===== config.mk =====
export PLATFORM = sky130hd
export DESIGN_NAME = rv_id_stage
export DESIGN_NICKNAME = d
export VERILOG_FILES = /design/src/rtl/rv_pkg.sv /design/src/rtl/rv_regfile.sv /design/src/rtl/rv_id_stage.sv
export SDC_FILE = /design/constraint.sdc
export NUM_CORES = 2
export LEC_CHECK = 0
export CORE_MARGIN = 5
export CORE_UTILIZATION = 51
export CTS_CLUSTER_DIAMETER = 30
export DETAILED_ROUTE_END_ITERATION = 10
export DONT_BUFFER_PORTS = 1
export PLACE_DENSITY_LB_ADDON = 0.05
export SLEW_MARGIN = 20
export SYNTH_ARGS = -nofsm -noshare
export SYNTH_HDL_FRONTEND = slang
export SYNTH_SLANG_ARGS = --single-unit

===== constraint.sdc =====
create_clock -name clk -period 5.15 [get_ports clk]
set_input_delay 0.7725 -clock clk [delete_from_list [all_inputs] [get_ports clk]]
set_output_delay 0.7725 -clock clk [all_outputs]
set_load 0.01 [all_outputs]

===== src/rtl/rv_pkg.sv =====
// rtl/rv_pkg.sv - shared RV32I opcode, funct and ALU control encodings
package rv_pkg;

    localparam int XLEN_DEF = 32;
    localparam int NREG_DEF = 32;

    localparam logic [6:0] OPC_OP     = 7'b0110011;
    localparam logic [6:0] OPC_OP_IMM = 7'b0010011;

    localparam logic [6:0] FUNCT7_ZERO = 7'b0000000;
    localparam logic [6:0] FUNCT7_ALT  = 7'b0100000;

    localparam logic [2:0] F3_ADD  = 3'b000;
    localparam logic [2:0] F3_SLL  = 3'b001;
    localparam logic [2:0] F3_SLT  = 3'b010;
    localparam logic [2:0] F3_SLTU = 3'b011;
    localparam logic [2:0] F3_XOR  = 3'b100;
    localparam logic [2:0] F3_SRL  = 3'b101;
    localparam logic [2:0] F3_OR   = 3'b110;
    localparam logic [2:0] F3_AND  = 3'b111;

    localparam logic [3:0] ALU_ADD  = 4'b0000;
    localparam logic [3:0] ALU_SLL  = 4'b0001;
    localparam logic [3:0] ALU_SLT  = 4'b0010;
    localparam logic [3:0] ALU_SLTU = 4'b0011;
    localparam logic [3:0] ALU_XOR  = 4'b0100;
    localparam logic [3:0] ALU_SRL  = 4'b0101;
    localparam logic [3:0] ALU_OR   = 4'b0110;
    localparam logic [3:0] ALU_AND  = 4'b0111;
    localparam logic [3:0] ALU_SUB  = 4'b1000;
    localparam logic [3:0] ALU_SRA  = 4'b1101;

    function automatic logic [31:0] sext12(input logic [11:0] imm);
        return {{20{imm[11]}}, imm};
    endfunction

endpackage


===== src/rtl/rv_regfile.sv =====
// rtl/rv_regfile.sv - 2R1W register file with x0 tied to zero and write-through bypass
module rv_regfile #(
    parameter int XLEN = 32,
    parameter int NREG = 32
) (
    input  logic                    clk,
    input  logic                    rst_n,
    input  logic [$clog2(NREG)-1:0] ra1,
    output logic [XLEN-1:0]         rd1,
    input  logic [$clog2(NREG)-1:0] ra2,
    output logic [XLEN-1:0]         rd2,
    input  logic                    we,
    input  logic [$clog2(NREG)-1:0] wa,
    input  logic [XLEN-1:0]         wd
);

    localparam int AW = $clog2(NREG);

    logic [XLEN-1:0] mem_q [NREG];
    logic [XLEN-1:0] mem_d [NREG];

    always_comb begin
        for (int i = 0; i < NREG; i++) begin
            mem_d[i] = mem_q[i];
        end
        if (we && wa != '0) begin
            mem_d[wa] = wd;
        end
    end

    always_ff @(posedge clk or negedge rst_n) begin
        if (!rst_n) begin
            for (int i = 0; i < NREG; i++) begin
                mem_q[i] <= '0;
            end
        end else begin
            for (int i = 0; i < NREG; i++) begin
                mem_q[i] <= mem_d[i];
            end
        end
    end

    // A same-cycle write is visible on the read ports so decode never sees stale data.
    function automatic logic [XLEN-1:0] read_port(input logic [AW-1:0] ra);
        if (ra == '0) begin
            return '0;
        end else if (we && wa == ra) begin
            return wd;
        end else begin
            return mem_q[ra];
        end
    endfunction

    always_comb begin
        rd1 = read_port(ra1);
        rd2 = read_port(ra2);
    end

endmodule


===== src/rtl/rv_id_stage.sv =====
// rtl/rv_id_stage.sv - RV32I OP/OP-IMM decode and operand fetch with busy scoreboard
module rv_id_stage
    import rv_pkg::*;
#(
    parameter int XLEN = 32,
    parameter int NREG = 32
) (
    input  logic            clk,
    input  logic            rst_n,
    input  logic            in_valid,
    output logic            in_ready,
    input  logic [31:0]     in_instr,
    output logic            out_valid,
    input  logic            out_ready,
    output logic [XLEN-1:0] out_op_a,
    output logic [XLEN-1:0] out_op_b,
    output logic [3:0]      out_alu_ctrl,
    output logic [4:0]      out_rd,
    output logic            out_rd_we,
    output logic            out_illegal,
    input  logic            wb_we,
    input  logic [4:0]      wb_rd,
    input  logic [XLEN-1:0] wb_data
);

    logic [6:0] opcode;
    logic [4:0] rd, rs1, rs2;
    logic [2:0] funct3;
    logic [6:0] funct7;
    logic       is_op, is_imm, legal, rd_we;
    logic       rs1_used, rs2_used, hazard, accept, wb_hit;

    logic [XLEN-1:0] rs1_val, rs2_val;
    logic [XLEN-1:0] op_b;
    logic [3:0]      alu_ctrl;

    logic            out_valid_q, out_valid_d;
    logic [XLEN-1:0] out_op_a_q, out_op_a_d;
    logic [XLEN-1:0] out_op_b_q, out_op_b_d;
    logic [3:0]      out_alu_ctrl_q, out_alu_ctrl_d;
    logic [4:0]      out_rd_q, out_rd_d;
    logic            out_rd_we_q, out_rd_we_d;
    logic            out_illegal_q, out_illegal_d;
    logic [NREG-1:0] busy_q, busy_d;

    assign opcode = in_instr[6:0];
    assign rd     = in_instr[11:7];
    assign funct3 = in_instr[14:12];
    assign rs1    = in_instr[19:15];
    assign rs2    = in_instr[24:20];
    assign funct7 = in_instr[31:25];

    rv_regfile #(.XLEN(XLEN), .NREG(NREG)) u_regfile (
        .clk   (clk),
        .rst_n (rst_n),
        .ra1   (rs1),
        .rd1   (rs1_val),
        .ra2   (rs2),
        .rd2   (rs2_val),
        .we    (wb_we),
        .wa    (wb_rd),
        .wd    (wb_data)
    );

    always_comb begin
        is_op    = (opcode == OPC_OP);
        is_imm   = (opcode == OPC_OP_IMM);
        legal    = 1'b0;
        op_b     = XLEN'(sext12(in_instr[31:20]));
        alu_ctrl = {1'b0, funct3};
        if (is_op) begin
            legal    = (funct7 == FUNCT7_ZERO) ||
                       (funct7 == FUNCT7_ALT && (funct3 == F3_ADD || funct3 == F3_SRL));
            op_b     = rs2_val;
            alu_ctrl = {in_instr[30], funct3};
        end else if (is_imm) begin
            legal = 1'b1;
            // Shift immediates carry shamt in imm[4:0]; only srai uses bit 30 as a qualifier.
            if (funct3 == F3_SLL) begin
                legal = (funct7 == FUNCT7_ZERO);
                op_b  = XLEN'(in_instr[24:20]);
            end else if (funct3 == F3_SRL) begin
                legal    = (funct7 == FUNCT7_ZERO) || (funct7 == FUNCT7_ALT);
                op_b     = XLEN'(in_instr[24:20]);
                alu_ctrl = {in_instr[30], funct3};
            end
        end
        rd_we    = legal && (rd != 5'd0);
        rs1_used = is_op || is_imm;
        rs2_used = is_op;
    end

    always_comb begin
        wb_hit = wb_we && (wb_rd != 5'd0);
        hazard = (rs1_used && busy_q[rs1] && !(wb_we && wb_rd == rs1)) ||
                 (rs2_used && busy_q[rs2] && !(wb_we && wb_rd == rs2)) ||
                 (rd_we && busy_q[rd] && !(wb_we && wb_rd == rd));
        in_ready = (!out_valid_q || out_ready) && !hazard;
        accept   = in_valid && in_ready;
    end

    always_comb begin
        out_valid_d    = out_valid_q;
        out_op_a_d     = out_op_a_q;
        out_op_b_d     = out_op_b_q;
        out_alu_ctrl_d = out_alu_ctrl_q;
        out_rd_d       = out_rd_q;
        out_rd_we_d    = out_rd_we_q;
        out_illegal_d  = out_illegal_q;
        if (accept) begin
            out_valid_d    = 1'b1;
            out_op_a_d     = rs1_val;
            out_op_b_d     = op_b;
            out_alu_ctrl_d = alu_ctrl;
            out_rd_d       = rd;
            out_rd_we_d    = rd_we;
            out_illegal_d  = !legal;
        end else if (out_ready) begin
            out_valid_d = 1'b0;
        end
    end

    // Set is applied after clear so a WAW issue against its own retiring writer stays busy.
    always_comb begin
        busy_d = busy_q;
        if (wb_hit) begin
            busy_d[wb_rd] = 1'b0;
        end
        if (accept && rd_we) begin
            busy_d[rd] = 1'b1;
        end
        busy_d[0] = 1'b0;
    end

    always_ff @(posedge clk or negedge rst_n) begin
        if (!rst_n) begin
            out_valid_q    <= 1'b0;
            out_op_a_q     <= '0;
            out_op_b_q     <= '0;
            out_alu_ctrl_q <= '0;
            out_rd_q       <= '0;
            out_rd_we_q    <= 1'b0;
            out_illegal_q  <= 1'b0;
            busy_q         <= '0;
        end else begin
            out_valid_q    <= out_valid_d;
            out_op_a_q     <= out_op_a_d;
            out_op_b_q     <= out_op_b_d;
            out_alu_ctrl_q <= out_alu_ctrl_d;
            out_rd_q       <= out_rd_d;
            out_rd_we_q    <= out_rd_we_d;
            out_illegal_q  <= out_illegal_d;
            busy_q         <= busy_d;
        end
    end

    assign out_valid    = out_valid_q;
    assign out_op_a     = out_op_a_q;
    assign out_op_b     = out_op_b_q;
    assign out_alu_ctrl = out_alu_ctrl_q;
    assign out_rd       = out_rd_q;
    assign out_rd_we    = out_rd_we_q;
    assign out_illegal  = out_illegal_q;

endmodule


==> impl_metrics.env <==
export IMPL_fin_crit_ps=4900
export IMPL_ys_seq_elements=1131
export IMPL_synth_distinct_cells=65
export IMPL_path_class="in2reg"
export IMPL_crit_fanout=363
export IMPL_syn_nets=4500
export IMPL_root_buffer="clkbuf_16"
export IMPL_yosysWarnings=0
export IMPL_die_x_um=355
export IMPL_finalMaxSlewViolations=367
export IMPL_start_kind="input port"
export IMPL_ff2ff_path_depth=8
export IMPL_worst_hold_slack_ps=49.5
export IMPL_synth_most_common_cell="dfrtp_1"
export IMPL_p_per_area_nw_per_um2=482
export IMPL_place_congestion=0.803
export IMPL_die_area_um2=126000
export IMPL_num_vias=41433
export IMPL_post_route_drc_count=0
export IMPL_grtUsageTotal_pct=31.9
export IMPL_antenna_left=0
export IMPL_multi_input_area_um2=30600
export IMPL_syn_avg_cell_area_um2=13.7
export IMPL_finalCritPeriodShare_pct=95.1
export IMPL_synthesis_area_um2=60800
export IMPL_cts_sinks=1131
export IMPL_post_dp_hpwl_mm=98.5
export IMPL_failed_checks="slew limit"
export IMPL_rsz0062_at_grt="no"
export IMPL_cts_hold_buf=22
export IMPL_nets=4408
export IMPL_synth_common_cells="1,131 x dfrtp_1, 1,068 x mux2_2, 421 x mux2i_1, 354 x mux4_2, 306 x clkbuf_1"
export IMPL_maxCapViolations=0
export IMPL_core_um2=118000
export IMPL_start_util_pct=51.5
export IMPL_grt_antenna_before_repair=4
export IMPL_worstSkewPairLatency_ps=890
export IMPL_vdd_drop_max_mv=0.408
export IMPL_final_util_pct=61.0
export IMPL_path_clk_slew_ps=40
export IMPL_worstMarginPinSlew_ps=4010
export IMPL_grt_max_degree=364
export IMPL_grtUsageMet1_pct=44.3
export IMPL_synthArstFlopShare_pct=100
export IMPL_met2_usage_pct=49.9
export IMPL_synth_edf_count=0
export IMPL_cts_tree="built"
export IMPL_grt_overflow=0
export IMPL_diodes=0
export IMPL_crit_path_end_kind="register"
export IMPL_drive_gt1_share_pct=44.3
export IMPL_drtPass1Iterations=5
export IMPL_ioPinCount=151
export IMPL_post_cts_resized=0
export IMPL_io_buffer_count=0
export IMPL_skew_ps=50.9
export IMPL_num_rows=126
export IMPL_synth_seq_area_share_pct=46.5
export IMPL_fill_cells=9131
export IMPL_syn2layout_area_growth_pct=18.4
export IMPL_wire_per_inst_um=33.2
export IMPL_status="complete, but fails checks"
export IMPL_setup_violations=0
export IMPL_cts_buffers_inserted=300
export IMPL_drt_first_iter_violations=3891
export IMPL_grt_pass1_vias=42736
export IMPL_via_per_inst=6.82
export IMPL_slew_headroom_pct=-168
export IMPL_htreeDepth=5
export IMPL_critical_path_arrival_ps=5660
export IMPL_dieHeight_um=355
export IMPL_fmax_mhz=204
export IMPL_worstPathRequired_ps=5910
export IMPL_hold_depth=1
export IMPL_synth_ff_type="dfrtp_1"
export IMPL_use_met3_pct=6.74
export IMPL_setup_tns_ps=0
export IMPL_p_leak_uw=0.0316
export IMPL_hp_class="in2reg"
export IMPL_seqCellArea_um2=28300
export IMPL_cts_post_setup_buffers_inserted=0
export IMPL_yosysTopAreaCell="dfrtp_1"
export IMPL_synth_top_cell_area_share_pct=46.5
export IMPL_grt_pass1_wl_mm=296
export IMPL_top_usage_layer="met2"
export IMPL_finalWirelength_mm=202
export IMPL_finalHoldViolCount=0
export IMPL_netlist_instances=4426
export IMPL_synth_area_leaders="dfrtp_1 47%, mux2_2 20%, mux4_2 13%"
export IMPL_cts_buffer_depth=4
==> stage by stage <==
| step | instance area [µm²] | setup slack (ps) | total power, µW | std cells |
|---|---|---|---|---|
| finish | 72100 | 250 | 34700 | 6079 |
| global placement | 61700 | 310 | 16000 | 5540 |
| CTS | 72000 | 386 | 34900 | 6077 |
| detailed placement | 61800 | 254 | 16200 | 5544 |
| global route | 72100 | 17.9 | 36000 | 6079 |
| floorplan | 60800 | 2080 | 15300 | 4426 |
==> cell type report <==
cell class	instances	share of cell area [%]
clock buffers	400	11.8
flip-flops and latches	1131	39.3
repair buffers	93	1.54
clock inverters	111	2.10
multi-input cells	2780	42.5
well taps	1536	2.67
inverters	28	0.153
==> registers in the layout, summed over array words and instances (netlist names) <==
register         count
out_op_b            32
out_alu_ctrl         4
busy_q              31
out_illegal          1
out_rd               5
u_regfile.mem_q   1024
out_rd_we            1
out_op_a            32
out_valid            1
==> path summary, 6_finish.rpt <==
path / slack (ps) / start / to
min: 50 / wb_data[9] / u_regfile.mem_q[809]$_DFFE_PN0P_
min reg2reg: 390 / u_regfile.mem_q[993]$_DFFE_PN0P_ / u_regfile.mem_q[993]$_DFFE_PN0P_
max: 250 / in_instr[20] / out_op_b[28]$_DFFE_PN0P_
max reg2reg: 2250 / busy_q[13]$_DFF_PN0_ / out_op_a[23]$_DFFE_PN0P_
min in group asynchronous: 250 / rst_n / out_op_a[26]$_DFFE_PN0P_
max in group asynchronous: 760 / rst_n / u_regfile.mem_q[517]$_DFFE_PN0P_
==> layer usage <==
layer | part of all wire, % | wire (µm)
met3 | 7.2 | 14600
met2 | 46 | 93400
met5 | 0.0059 | 12
met4 | 3.6 | 7330
met1 | 43 | 86600
==> cells in the final DEF (no fill, tap or decap), drive strengths merged, types with 60 or more instances in the layout <==
master,instances
a221oi,147
a22oi,72
buf,71
clkbuf,400
dfrtp,1131
mux2,1069
mux2i,421
mux4,354
nand2,141
nor2,60
o21ai,81
==> report_power, final <==
part / internal (µW) / switching, µW
clock network: 13100 / 5430
registers: 10600 / 1230
logic: 2800 / 1600
total: 26500 / 8260
==> critical path, cell delays in order <==
cell and delay (ps):
mux4_2 1810, nand2_1 100, o22ai_1 80, nor4_1 470, o21ai_0 310, mux2_2 330
==> cell families after synthesis <==
kind of cell / Yosys count / share of synthesized area [%]
mux: 1844 / 39.8
xor+xnor: 15 / 0.216
flops: 1131 / 46.5
buf+inv: 515 / 3.73
simple gates: 352 / 2.71
compound gates: 569 / 7.02
No activity file was read; power rests on OpenSTA's default activity.
